===== config.mk =====
export PLATFORM = sky130hd
export DESIGN_NAME = bd_scan_7seg
export DESIGN_NICKNAME = d
export VERILOG_FILES = /design/src/rtl/bd_scan_7seg.sv
export SDC_FILE = /design/constraint.sdc
export NUM_CORES = 1
export LEC_CHECK = 0
export BUFFER_PORTS_ARGS = -buffer_cell sky130_fd_sc_hd__buf_2
export CORE_MARGIN = 10
export CORE_UTILIZATION = 31
export CTS_BUF_LIST = sky130_fd_sc_hd__clkbuf_8
export CTS_CLUSTER_SIZE = 28
export DETAILED_ROUTE_END_ITERATION = 16
export GPL_TIMING_DRIVEN = 0
export MAX_ROUTING_LAYER = met4
export PLACE_DENSITY = 0.5
export RECOVER_POWER = 100
export SYNTH_ARGS = -nofsm -noshare
export SYNTH_HDL_FRONTEND = slang
export SYNTH_SLANG_ARGS = --single-unit

===== constraint.sdc =====
create_clock -name clk -period 3.82 [get_ports clk]
set_input_delay 0.764 -clock clk [delete_from_list [all_inputs] [get_ports clk]]
set_output_delay 0.764 -clock clk [all_outputs]
set_load 0.02 [all_outputs]

===== src/rtl/bd_scan_7seg.sv =====
// bd_scan_7seg: two-digit multiplexed 7-segment scanner.
// Cycles BLANK0 -> SHOW0 -> BLANK1 -> SHOW1, with all digits off in the BLANK
// phases so that digit switching does not ghost. The bcd input is captured
// once per frame, at the SHOW1 -> BLANK0 edge. The segment and anode drives
// are active-low. frame pulses for one cycle at the start of each new frame.
// Optional macro BD_SCAN_LZ_BLANK_EN: blank a leading zero in the tens digit.
module bd_scan_7seg #(
    parameter int unsigned SCAN_DIV  = 50000,
    parameter int unsigned BLANK_CYC = 4
) (
    input  logic       clk,
    input  logic       rst_n,
    input  logic [7:0] bcd,
    output logic [6:0] seg,
    output logic [1:0] an,
    output logic       frame
);

    localparam int unsigned MAXC = (SCAN_DIV > BLANK_CYC) ? SCAN_DIV : BLANK_CYC;
    localparam int unsigned CW   = (MAXC > 1) ? $clog2(MAXC) : 1;
    localparam logic [CW-1:0] SHOW_LAST  = CW'(SCAN_DIV - 1);
    localparam logic [CW-1:0] BLANK_LAST = CW'(BLANK_CYC - 1);

    localparam logic [6:0] SEG_OFF = 7'b1111111;
    localparam logic [1:0] AN_OFF  = 2'b11;

    typedef enum logic [1:0] {
        BLANK0,
        SHOW0,
        BLANK1,
        SHOW1
    } state_t;

    state_t        state_q, state_d;
    logic [CW-1:0] cnt_q, cnt_d;
    logic [7:0]    lat_q, lat_d;
    logic [6:0]    seg_d;
    logic [1:0]    an_d;
    logic          frame_d;
    logic          phase_end;

    // Digit decode, active-low g..a; 10-15 shown as a dash.
    function automatic logic [6:0] dec7(input logic [3:0] d);
        case (d)
            4'd0:    dec7 = 7'b1000000;
            4'd1:    dec7 = 7'b1111001;
            4'd2:    dec7 = 7'b0100100;
            4'd3:    dec7 = 7'b0110000;
            4'd4:    dec7 = 7'b0011001;
            4'd5:    dec7 = 7'b0010010;
            4'd6:    dec7 = 7'b0000010;
            4'd7:    dec7 = 7'b1111000;
            4'd8:    dec7 = 7'b0000000;
            4'd9:    dec7 = 7'b0010000;
            default: dec7 = 7'b0111111;
        endcase
    endfunction

    // Next state, phase counter, frame latch, and the output values for the
    // state being entered, so the registered outputs line up with the state.
    always_comb begin
        state_d = state_q;
        cnt_d   = cnt_q + CW'(1);
        lat_d   = lat_q;
        frame_d = 1'b0;
        seg_d   = SEG_OFF;
        an_d    = AN_OFF;

        if (state_q == SHOW0 || state_q == SHOW1)
            phase_end = (cnt_q == SHOW_LAST);
        else
            phase_end = (cnt_q == BLANK_LAST);

        if (phase_end) begin
            cnt_d = '0;
            case (state_q)
                BLANK0:  state_d = SHOW0;
                SHOW0:   state_d = BLANK1;
                BLANK1:  state_d = SHOW1;
                default: begin
                    state_d = BLANK0;
                    lat_d   = bcd;
                    frame_d = 1'b1;
                end
            endcase
        end

        case (state_d)
            SHOW0: begin
                an_d  = 2'b10;
                seg_d = dec7(lat_d[3:0]);
            end
            SHOW1: begin
`ifdef BD_SCAN_LZ_BLANK_EN
                if (lat_d[7:4] != 4'd0) begin
                    an_d  = 2'b01;
                    seg_d = dec7(lat_d[7:4]);
                end
`else
                an_d  = 2'b01;
                seg_d = dec7(lat_d[7:4]);
`endif
            end
            default: begin
                an_d  = AN_OFF;
                seg_d = SEG_OFF;
            end
        endcase
    end

    // State, counter, latch and registered output drive.
    always_ff @(posedge clk) begin
        if (!rst_n) begin
            state_q <= BLANK0;
            cnt_q   <= '0;
            lat_q   <= '0;
            seg     <= SEG_OFF;
            an      <= AN_OFF;
            frame   <= 1'b0;
        end else begin
            state_q <= state_d;
            cnt_q   <= cnt_d;
            lat_q   <= lat_d;
            seg     <= seg_d;
            an      <= an_d;
            frame   <= frame_d;
        end
    end

endmodule


After elaboration in Yosys (flattened, before gate mapping)

Memories as Yosys holds them, arrays and structs flattened.
Index checks and enable logic that the tools add are counted.

Flip-flop bits (word level): 36
Bits in latches: 0
Bits in writable memories: 0
Memory bits (read-only): 224
Bits of input ports: 10
Output and inout port bits: 10
Word-level logic and storage cells: 30
Memories: 2

Add/sub/neg operators: 1
Multiply operators: 0
Div/mod/pow operators: 0
Magnitude comparators: 0
Equal/unequal tests: 7
Shift-type cells: 0
Multiplexer cells: 8
Bitwise operators: 1
Reduce and logical (&&, ||, !) cells: 5

Memories:

| memory          | depth | bits a word | rd ports | clocked after memory_dff | write ports | line | RTL |
|---|---|---|---|---|---|---|---|
| (no name shown) | 16    | 7           | 1        | 0                        | 0           | 44   | `case (d)` |
| (no name shown) | 16    | 7           | 1        | 0                        | 0           | 44   |  |

Operators with widths:

| kind                                                  | number |
|---|---|
| adder 16 x 1 -> 16 bit (second input constant)        | 1 |
| equality test 16 bit (second input constant)          | 1 |
| equality test 16 x 2 -> 1 bit (second input constant) | 1 |
| two-way mux 8 bit                                     | 2 |
| one-hot mux 7 bit (2 select lines)                    | 1 |
| equality test 2 bit (second input constant)           | 3 |
| one-hot mux 2 bit (3 select lines)                    | 1 |
| equality test 2 x 1 -> 1 bit (second input constant)  | 2 |
| one-hot mux 2 bit (2 select lines)                    | 1 |
| OR reduction 3 bit                                    | 1 |
| logical NOT 2 bit                                     | 1 |
| two-way mux 1 bit                                     | 2 |
| two-way mux 2 bit                                     | 1 |
| AND reduction 2 bit                                   | 1 |
| OR reduction 2 bit                                    | 1 |
| logical OR 1 bit                                      | 1 |
| NOT 1 bit                                             | 1 |

Logic depth before layout (Yosys ltp)

Depth after elaboration: 6
Depth in mapped cells: 14
Depth with buffers taken out: 13

Worst setup path after synthesis

No wires, ideal clock.

Path type: reg2reg
From: reg cnt_q[8]
To: reg seg[3]
Library setup time: 0.117 ns
Arrival: 2.668 ns
Required time: 3.703 ns
Slack: 1.035 ns
Cell stages (with the launch flop): 11
Cells stage by stage: dfxtp_1 or4_4 nor4_4 o2111ai_4 buf_6 mux2i_1 inv_1 ha_1 inv_1 o21ba_1 o22a_1

Cells in the longest elaborated chain, start to end: 5
Elaborated cells between the ends (all ways): 10
Those cells by class: 4 x eq/ne; 4 x mux; 2 x memory

RTL lines:

| element                                                               | line   | RTL |
|---|---|---|
| start: declaration                                                    | 35     | `logic [CW-1:0] cnt_q, cnt_d;` |
| start signal: assignment                                              | 122    | `cnt_q <= cnt_d;` |
| equality test 16 x 2 -> 1 bit or equality test 16 bit (tied branches) | 72, 70 |  |
| two-way mux 1 bit *                                                   | 69     | `if (state_q == SHOW0 \|\| state_q == SHOW1)` |
| two-way mux 8 bit *                                                   | 74     | `if (phase_end) begin` |
| via lat_d[0]                                                          | 36     | `logic [7:0] lat_q, lat_d;` |
| memory read (16 x 7 bit) *                                            | n/a    |  |
| one-hot mux 7 bit (2 select lines) *                                  | 88     | `case (state_d)` |
| end signal: assignment                                                | 124    | `seg <= seg_d;` |
| end: declaration                                                      | 14     | `output logic [6:0] seg,` |

The timed path passes the listed nets; every way through them passes the cells marked *.
A chain may end at the register's enable or synchronous reset.

Final worst setup path

Same ends and word-level chain as after synthesis.

==> impl_results.md <==
* Post-layout min period at 3.251 ns
* CTS tree: built
* Final WL at 4607 um
* Reg power frac at 46.4%
* Worst Setup Path Type: register to register
* CP delay by family, top: simple AND/OR/NAND/NOR gates
* Setup slack, reg-to-reg at 0.57 ns
* CTS Buffer Depth at 2
* Ports at 20
* Worst reg-to-reg path cell count at 10
* Outcome: finished, final reports clean
* Die height at 102.1 um
* Synth Area per Inst at 8.996 um2
* Via Count at 1639
* Stages on worst setup path at 10
* Detail Placement HPWL at 3526 um
* Worst path required time at 3.99 ns
* Routability congestion estimate at 0.8061
* Core ar. at 6459 um2
* Reg-to-reg endpoint: seg[3]
* Drt via density at 4.878
* Switching Share at 27.57%
* Initial DRC Count at 56
* CP max FO at 10
* Pin count of the biggest net entering global routing at 13
* Clk sink count at 36
* # port buffers at 19
* Crit path DAT at 3.43 ns
* Register bit total from synthesis at 36
* Yosys top cell area share at 34.53%
* Top cells by count, synth: dfxtp_1 (36), nor2_1 (24), ha_1 (16), inv_1 (16), nand2_1 (15)
* Worst stage delay on the critical path at 0.59 ns
* Antenna viol nets, final at 0
* Slew Viols, Final at 0
* Internal power at 638.8 uW
* GRT overflow at 0
* Slowest CP cell: or4_1
* Clock share of power at 38.0%
* Syn_nets at 258
* Die area at 10410 um2
* Post-cts sizing count at 0
* RSZ-0062 raised after global routing: false
* Rel. slew slack at 61.70%
* Worst-path cell chain: or4_1 > nor4_4 > o2111ai_4 > buf_6 > mux2i_1 > inv_1 > ha_1 > a21oi_1 > o21ba_1 > o22a_1
* Post-route cell area at 2370 um2
* Initial Utilization at 32.31%
* WL/cell at 13.71 um
* Synth area leader: dfxtp_1
* Ratio of cells with drive above 1 in the final layout at 10.81%
* Synth top area cells: dfxtp_1 (35%), ha_1 (9.6%), mux2i_1 (4.8%), nor2_1 (4.3%), a21oi_1 (3.1%)
* Most frequent cell after synthesis: dfxtp_1
* Sum Neg Setup Slack at 0 ns
* Syn. warnings at 0
* Final Cycle Share at 85.12%
* Pwr Density at 372.2 nW/um2
* # rows at 29
* Critical R2R Launch: cnt_q[8]
* Fraction of registers with async set/reset at 0%
* Max-Cap Viols at 0
* Tot GR Track Use at 9.518%
* # diodes at 0
* Seq/Total Area, Yosys at 34.53%
* Max Freq at 307.6 MHz
* Nets at 284
* Clk pin slew, worst setup/hold paths at 0.08 ns
* Worst-Margin Slew at 0.5585 ns
* DRT Pass-1 Iters at 4
* Clk_skew at 0.007819 ns
* Post-Synthesis Cells at 232
* H-Tree Depth at 2
* Synth Cell Area at 2087 um2
* Initial antenna violation count at 0
* Hold slack at 0.4775 ns
* Root buffer cell: clkbuf_8
* TritonCTS buffer count at 5
* Area after DPL at 2278 um2
* Main synth FF type: dfxtp_1
* Combinational fraction of design power at 15.6%
* Switching power total at 243.2 uW
* Setup bufs post-CTS at 0
* Crit. End Element: register
* Critical path startpoint category: register
* VDD IR-drop max at 129.9 uV
* Buf/Inv on CP at 2
* Post-synth EDFFs at 0
* Post-synthesis cell type count at 48
* Hold buffer count at cts at 0
* First-pass GRT wire length at 7672 um
* Worst setup path endpoint: seg[3]
* Hold Fails Final Rpt at 0
* Residual DRC count at 0
* Vias in the first global route at 1610
* Worst setup path start: cnt_q[8]
* LEAKAGE at 0.0009687 uW
* Clock Latency Late Sink at 0.29 ns
* Layout area overhead at 13.55%
* Final setup fails at 0
* Hold Path Class: register to register
* Die W at 102.1 um
[cell usage in the layout, fill, tap and decap left out, types with 3 or more instances in the layout]
cell       n
buf_2      9
clkbuf_1  13
nand3_1   11
o22a_1     6
a31oi_1    3
ha_1      16
nor2b_1   10
and2_1     5
and3_1     3
a21oi_1   13
mux2i_1   11
mux2_2     3
nand2_1   15
xnor2_1    7
nor2_1    24
inv_1     16
clkbuf_8   5
xor2_1     7
dfxtp_1   36
o21ai_0    4
[layer usage]
layer	part of all wire, %	track usage (%)	wire, um	vias to the layer above
met5	0	-	0	-
met4	1.7	3.905	80	0
met3	2.8	1.889	128	6
met2	43	14.07	1985	31
met1	52	12.37	2413	744
li1	-	-	-	858
[final cells by class]
type | instances | area [um2]
buffer | 5 | 33.78
clock buffer | 5 | 68.82
clock inverter | 3 | 42.54
fill | 680 | 4089
inverter | 17 | 63.81
multi-input combinational | 174 | 1261
sequential | 36 | 720.7
tap | 77 | 96.34
timing repair buffer | 19 | 82.58
[worst min-delay path by stage]
stage | start | end | slack [ns] | depth (start not counted)
after floorplan | cnt_q[0] | cnt_q[0] | 0.43 | 1
after detailed placement | cnt_q[0] | cnt_q[0] | 0.46 | 1
after global placement | cnt_q[0] | cnt_q[0] | 0.45 | 1
after global routing | cnt_q[0] | cnt_q[0] | 0.49 | 1
final | cnt_q[0] | cnt_q[0] | 0.48 | 1
after CTS | cnt_q[0] | cnt_q[0] | 0.48 | 1
[per-stage QoR]
step	setup slack [ns]	util [%]	instances	power, uW
2_1_floorplan	1.035	-	232	513.5
3_3_place_gp	0.5526	35.28	328	560.9
3_5_place_dp	0.5782	35.28	328	562.1
4_1_cts	0.5493	37.00	336	900.7
5_1_grt	0.2750	36.69	336	930.2
6_report	0.5686	36.69	336	881.9
[cell families after synthesis]
logic type | synth area share (%)
and+or+nand+nor | 20.74
AOI/OAI and AO/OA | 15.89
DFF | 34.53
buffers and inverters | 4.676
muxes | 8.693
adders and majority gates | 9.592
xor gates and xnor gates | 5.875
[flip-flops by register name (all words and copies together) (netlist names)]
signal	flops
cnt_q	16
lat_q	8
seg	7
an	2
state_q	2
frame	1
[power groups by stage]
stage | Combinational [uW] | Sequential (uW) | Clock, uW
3_5_place_dp | 144 | 418 | 0
2_1_floorplan | 73.8 | 440 | 0
3_3_place_gp | 143 | 417 | 0
5_1_grt | 154 | 412 | 364
4_1_cts | 145 | 409 | 347
6_report | 137 | 409 | 335
(Power assumes the default switching activity.)
